`config.mk`:
```
export PLATFORM = sky130hd
export DESIGN_NAME = bram_port_arbiter
export DESIGN_NICKNAME = d
export VERILOG_FILES = /design/src/rtl/bram_port_arbiter.sv
export SDC_FILE = /design/constraint.sdc
export NUM_CORES = 1
export LEC_CHECK = 0
export CAP_MARGIN = 30
export CORE_UTILIZATION = 23
export DETAILED_ROUTE_END_ITERATION = 12
export GPL_ROUTABILITY_DRIVEN = 0
export HOLD_SLACK_MARGIN = 0.05
export PLACE_DENSITY = 0.85
export SKIP_LAST_GASP = 1
export SLEW_MARGIN = 0
export SYNTH_ARGS = -nofsm -noshare
export SYNTH_HDL_FRONTEND = slang
export SYNTH_SLANG_ARGS = --single-unit
export TNS_END_PERCENT = 5
```
`constraint.sdc`:
```
create_clock -name i_clk -period 1.78 [get_ports i_clk]
set_clock_uncertainty 0.15 [all_clocks]
set_input_delay 0.356 -clock i_clk [delete_from_list [all_inputs] [get_ports i_clk]]
set_output_delay 0.356 -clock i_clk [all_outputs]
set_load 0.05 [all_outputs]
```
`src/rtl/bram_port_arbiter.sv`:
```
// rtl/bram_port_arbiter.sv - two-requester round-robin arbiter with exclusive lock for one BRAM port
//
// Shares a single RAM port between requesters A and B. Grants are combinational,
// at most one per cycle, and a granted requester sees o_ack_x one cycle later
// together with the RAM's registered read data. A requester granted with its
// lock input high keeps sole ownership until it drops the lock.
//
// Ports:
//   i_clk, i_rst_n               clock, asynchronous active-low reset
//   i_req_x, i_write_x           request and direction (1 = write) from A / B
//   i_addr_x, i_data_x           address and write data from A / B
//   i_lock_x                     request or hold exclusive ownership
//   o_gnt_x                      request accepted this cycle
//   o_ack_x, o_data_x            response one cycle after the grant
//   o_mem_addr/data/write        RAM port drive
//   i_mem_data                   RAM registered read data (write-first)
module bram_port_arbiter #(
  parameter int DATA_WIDTH = 8,
  parameter int ADDR_WIDTH = 12
) (
  input  logic                  i_clk,
  input  logic                  i_rst_n,
  input  logic                  i_req_a,
  input  logic                  i_req_b,
  input  logic                  i_write_a,
  input  logic                  i_write_b,
  input  logic [ADDR_WIDTH-1:0] i_addr_a,
  input  logic [ADDR_WIDTH-1:0] i_addr_b,
  input  logic [DATA_WIDTH-1:0] i_data_a,
  input  logic [DATA_WIDTH-1:0] i_data_b,
  input  logic                  i_lock_a,
  input  logic                  i_lock_b,
  output logic                  o_gnt_a,
  output logic                  o_gnt_b,
  output logic                  o_ack_a,
  output logic                  o_ack_b,
  output logic [DATA_WIDTH-1:0] o_data_a,
  output logic [DATA_WIDTH-1:0] o_data_b,
  output logic [ADDR_WIDTH-1:0] o_mem_addr,
  output logic [DATA_WIDTH-1:0] o_mem_data,
  output logic                  o_mem_write,
  input  logic [DATA_WIDTH-1:0] i_mem_data
);

  typedef enum logic [1:0] {
    FREE   = 2'd0,
    LOCK_A = 2'd1,
    LOCK_B = 2'd2
  } state_t;

  state_t r_state;
  state_t w_next_state;
  logic   r_last_b;   // 1 = B was served most recently, so A wins the next tie
  logic   r_ack_a;
  logic   r_ack_b;
  logic   w_gnt_a;
  logic   w_gnt_b;

  always_ff @(posedge i_clk or negedge i_rst_n) begin
    if (!i_rst_n) begin
      r_state  <= FREE;
      r_last_b <= 1'b1;
      r_ack_a  <= 1'b0;
      r_ack_b  <= 1'b0;
    end else begin
      r_state <= w_next_state;
      if (w_gnt_a || w_gnt_b) begin
        r_last_b <= w_gnt_b;
      end
      r_ack_a <= w_gnt_a;
      r_ack_b <= w_gnt_b;
    end
  end

  // A held lock restricts the grant to its owner. When the owner drops its
  // lock, that same cycle falls through to normal FREE arbitration.
  always_comb begin
    w_gnt_a      = 1'b0;
    w_gnt_b      = 1'b0;
    w_next_state = r_state;
    if (r_state == LOCK_A && i_lock_a) begin
      w_gnt_a = i_req_a;
    end else if (r_state == LOCK_B && i_lock_b) begin
      w_gnt_b = i_req_b;
    end else begin
      w_next_state = FREE;
      if (i_req_a && i_req_b) begin
        w_gnt_a = r_last_b;
        w_gnt_b = !r_last_b;
      end else begin
        w_gnt_a = i_req_a;
        w_gnt_b = i_req_b;
      end
      // The lock is taken only by the access that actually wins the port.
      if (w_gnt_a && i_lock_a) begin
        w_next_state = LOCK_A;
      end else if (w_gnt_b && i_lock_b) begin
        w_next_state = LOCK_B;
      end
    end
  end

  always_comb begin
    o_mem_addr  = '0;
    o_mem_data  = '0;
    o_mem_write = 1'b0;
    if (w_gnt_a) begin
      o_mem_addr  = i_addr_a;
      o_mem_data  = i_data_a;
      o_mem_write = i_write_a;
    end else if (w_gnt_b) begin
      o_mem_addr  = i_addr_b;
      o_mem_data  = i_data_b;
      o_mem_write = i_write_b;
    end
  end

  assign o_gnt_a  = w_gnt_a;
  assign o_gnt_b  = w_gnt_b;
  assign o_ack_a  = r_ack_a;
  assign o_ack_b  = r_ack_b;
  assign o_data_a = r_ack_a ? i_mem_data : '0;
  assign o_data_b = r_ack_b ? i_mem_data : '0;

endmodule
```
# [Word level (Yosys, flattened, before mapping)]
# Index checks and enable logic that the tools add are counted.
[classes] muxes=20 n_eq_ne=2 n_bitwise=2 n_reduce_logical=8
[ops] cell="$mux 8" count=4
[ops] cell="$mux 12" count=2
[ops] cell="$mux 1" count=12
[ops] cell="$logic_and 1x1->1" count=5
[ops] cell="$mux 2" count=2
[ops] cell="$eq 2x1->1 const B" count=1
[ops] cell="$eq 2x2->1 const B" count=1
[ops] cell="$not 1->1" count=2
[ops] cell="$reduce_and 2->1" count=1
[ops] cell="$logic_not 1->1" count=1
[ops] cell="$logic_or 1x1->1" count=1
[word_totals] elab_cells=36 out_inout_bits=41 in_bits=56 ff_bits=5

# [Depth between registers and ports, before layout]
[logic_depth] ltp_word=8 mapped_depth=5 ltp_nobuf=3

# [Worst setup path before layout]
# Ideal clock, no wire load.
[synth_path] path_kind="reg-to-output" startpoint="register r_last_b" endpoint="output port o_mem_addr[0]" stages_incl_launch_ff=6 path_buffers=2 path_slack_ns=-0.698 arrival_time_ns=1.972 required_time_ns=1.274 cell_sequence="dfstp_2 -> nand2b_1 -> clkbuf_1 -> clkbuf_1 -> o211ai_1 -> o2bb2ai_1"
[synth_between] elab_chain_cells=8 elab_cells_between_ends=13 classes_between="mux (12); reduce/logical (1)"
[synth_lines] item="start: declaration" line="53" rtl="logic r_last_b;"
[synth_lines] item="start signal: assignment" line="68" rtl="r_last_b <= w_gnt_b;"
[synth_lines] item="$logic_not 1->1" line="89" rtl="w_gnt_b = !r_last_b;"
[synth_lines] item="$mux 1" line="87" rtl="if (i_req_a && i_req_b) begin"
[synth_lines] item="$mux 1" line="83" rtl="end else if (r_state == LOCK_B && i_lock_b) begin"
[synth_lines] item="$mux 1" line="81" rtl="if (r_state == LOCK_A && i_lock_a) begin"
[synth_lines] item="$mux 1" line="83"
[synth_lines] item="$mux 1" line="81"
[synth_lines] item="$mux 12" line="111" rtl="end else if (w_gnt_b) begin"
[synth_lines] item="$mux 12 (*)" line="107" rtl="if (w_gnt_a) begin"
[synth_lines] item="end: declaration" line="39" rtl="output logic [ADDR_WIDTH-1:0] o_mem_addr,"
# Mark *: on every way between the ends. The rest lies on a longest branch, timed or not. The select of a mux whose other input is x is not followed.

# [Worst setup path in the final report]
[layout_path] startpoint="register r_state[0]" endpoint="output port o_mem_data[4]"
[layout_between] elab_chain_cells=6 elab_cells_between_ends=10 classes_between="eq/ne (2); mux (6); reduce/logical (2)"
[layout_lines] item="start: declaration" line="51" rtl="state_t r_state;"
[layout_lines] item="start signal: assignment" line="66" rtl="r_state <= w_next_state;"
[layout_lines] item="$eq 2x2->1" line="83"
[layout_lines] item="$logic_and 1x1->1" line="83"
[layout_lines] item="$mux 1" line="83"
[layout_lines] item="$mux 1" line="81"
[layout_lines] item="$mux 8" line="111"
[layout_lines] item="$mux 8 (*)" line="107"
[layout_lines] item="end: declaration" line="40" rtl="output logic [DATA_WIDTH-1:0] o_mem_data,"
# Mark *: on every way between the ends. The rest lies on a longest branch, timed or not.

==> results.txt <==
Pin count of the biggest net entering global routing -> 24
RSZ-0062 raised after global routing -> true
Critical Path AT -> 1.78 ns
Max Transition Viols Final -> 0
Non-Filler Instances -> 247
TritonCTS clock tree -> done
TritonRoute pass-1 iters -> 4
H-tree level count -> 1
Post-synth top area share -> 24.5%
PD cells -> 716 nW/µm²
Peak supply drop -> 0.457 mV
Final hold violation count -> 0
Failing checks -> setup timing
Final Util -> 91.0%
Detailed Route WL -> 5.11 mm
Sink Count -> 5
Reg clk slew, reported paths -> 0.04 ns
Layout cells sized above 1 -> 46.8%
CTS Hold Bufs -> 0
Required time of the critical path -> 1.27 ns
Initial antenna violation count -> 0
Commonest cells after routing, fill and taps aside -> clkdlybuf4s50_1 (51), buf_12 (45), o211ai_1 (21), o2bb2ai_4 (21), and2_1 (16)
Height of the die -> 59.1 µm
Via count -> 1321
Max-cap viol count -> 0
Synth-to-Final Area Change -> 273%
Crit Path Max Fanout -> 7
Grt ovf -> 0
Inserted Diodes -> 0
DRC Markers -> 0
Max clock buf depth -> 2
Reg2reg path depth -> 4
Critical Path Sink Type -> primary output
Headroom to the max-slew limit -> 74.6%
Cell Area, Synth -> 751 µm²
Post-synthesis sequential area ratio -> 16.8%
Starting Density -> 24.4%
Post-route ant nets -> 0
Setup CP Type -> reg -> out
Status -> finished, violations left
Clk_lat worst skew -> 0.26 ns
Std cell rows -> 20
Distinct cells, synth -> 20
Top cell type by total area after synthesis -> o2bb2ai_1
Core footprint -> 3080 µm²
Total track usage -> 30.3%
Vias in the first global route -> 1540
Port Buffer Count -> 96
Die Area -> 3500 µm²
Setup TNS -> -11.08 ns
Number of synthesized register bits -> 5
Nets -> 260
Period utilisation layout -> 129%
TritonCTS buffer count -> 3
IO Count -> 97
Post-route setup slack -> -0.508 ns
Initial detailed-routing violation count -> 40
Leak pwr -> 1.06 nW
Worst min-delay path class -> in -> async
CTS Root Cell -> clkbuf_4
Setup-failing EPs final -> 23
Tot Pwr -> 0.00201 W
CP Launch Type -> register
Routed len/inst -> 20.7 µm
Detail Placement HPWL -> 3.53 mm
Worst-Margin Slew -> 0.377 ns
First-pass GRT wire length -> 7.63 mm
Setup WS pre-CTS -> -0.687 ns
Reg2Reg Setup Slack -> 0.31 ns
Chip width -> 59.1 µm
Final min period -> 2.29 ns
DR vias/cell -> 5.35
Fillers -> 110
Top cells by area, synth -> o2bb2ai_1 (25%), o211ai_1 (21%), and2_1 (14%)
Post-Syn Nets -> 149
Most common cell after layout, fill and taps aside -> clkdlybuf4s50_1
Placed Cells -> 237
Syn Area/Cell -> 8.07 µm²
Gate Count Post-Synth -> 93
Synth warn -> 0
F_max -> 437 MHz
-- state kept, by name, indices dropped and copies added, names as in the netlist --
name	cells
o_ack_a	1
o_ack_b	1
r_last_b	1
r_state	2
-- cells in the mapped netlist --
master,number
a211oi_4,1
a21oi_1,3
and2_1,17
and3b_1,1
buf_2,3
buf_6,2
clkbuf_1,6
dfrtp_1,4
dfstp_2,1
inv_1,2
nand2_1,2
nand2b_1,1
nand3b_1,1
nor2_1,2
nor2b_1,2
o211ai_1,21
o21ai_0,1
o21ba_2,1
o2bb2ai_1,21
o41ai_1,1
-- worst paths after layout --
kind	startpoint	end
setup reg to reg	r_last_b	o_ack_a
hold reg to reg	r_last_b	r_last_b
max in group asynchronous	i_rst_n	r_last_b
hold / removal	i_rst_n	o_ack_b
setup / recovery	r_state[0]	o_mem_data[4]
min in group i_clk	i_req_b	r_state[1]
-- worst max-delay path: stages, from the launching register on --
cell and delay [ns]:
dfrtp_1 0.39, nand3b_1 0.24, a211oi_4 0.28, buf_6 0.16
buf_12 0.15, o2bb2ai_4 0.14, buf_12 0.16
-- where the power goes --
group	total, W	leakage (nW)	internal, W	switching (W)
Clock	0.000143	0.0150	0.0000854	0.0000573
Combinational	0.00170	0.987	0.000837	0.000865
Sequential	0.000162	0.0614	0.000136	0.0000263
Total	0.00201	1.06	0.00106	0.000949
-- per-layer routing --
layer  vias to the layer above  global-route usage (%)  routed length (µm)
met3                         9                    6.77                 461
met2                        94                    58.8                2820
li1                        587                       -                   -
met5                         -                       0                   0
met4                         0                    12.2                  73
met1                       631                    30.8                1760
-- metrics by stage --
stage	area (µm²)	hold slack (ns)
after floorplan	1150	-0.0896
after global placement	2660	0.432
after detailed placement	2660	0.434
after CTS	2830	0.177
after global routing	2800	0.185
final	2800	0.162
-- what timing repair did --
item | in CTS | in global routing
setup endpoints to repair | 23 | 23
endpoints found under the hold margin | 0 | 0
pin swaps | 3 | 4
gates cloned | 2 | 0
setup buffers | 6 | 0
resized for setup | 12 | 5
-- cell type report --
type                            instances  area, µm²  area share, %
Clock buffer                            4       26.3          0.938
Inverter                                2       7.51          0.268
Multi-Input combinational cell         75        981           35.0
Sequential cell                         5        126           4.51
Tap cell                               44       55.1           1.97
Timing Repair Buffer                  117       1610           57.3
-- cell families (layout without fill, tap and decap cells) --
family | after synthesis | after routing | share of synthesized area (%)
AOI/OAI and AO/OA | 49 | 49 | 53.3
buffers and inverters | 13 | 123 | 9.00
DFF | 5 | 5 | 16.8
and+or+nand+nor | 26 | 26 | 20.8
Note: power is estimated with default switching activity, not from simulation.
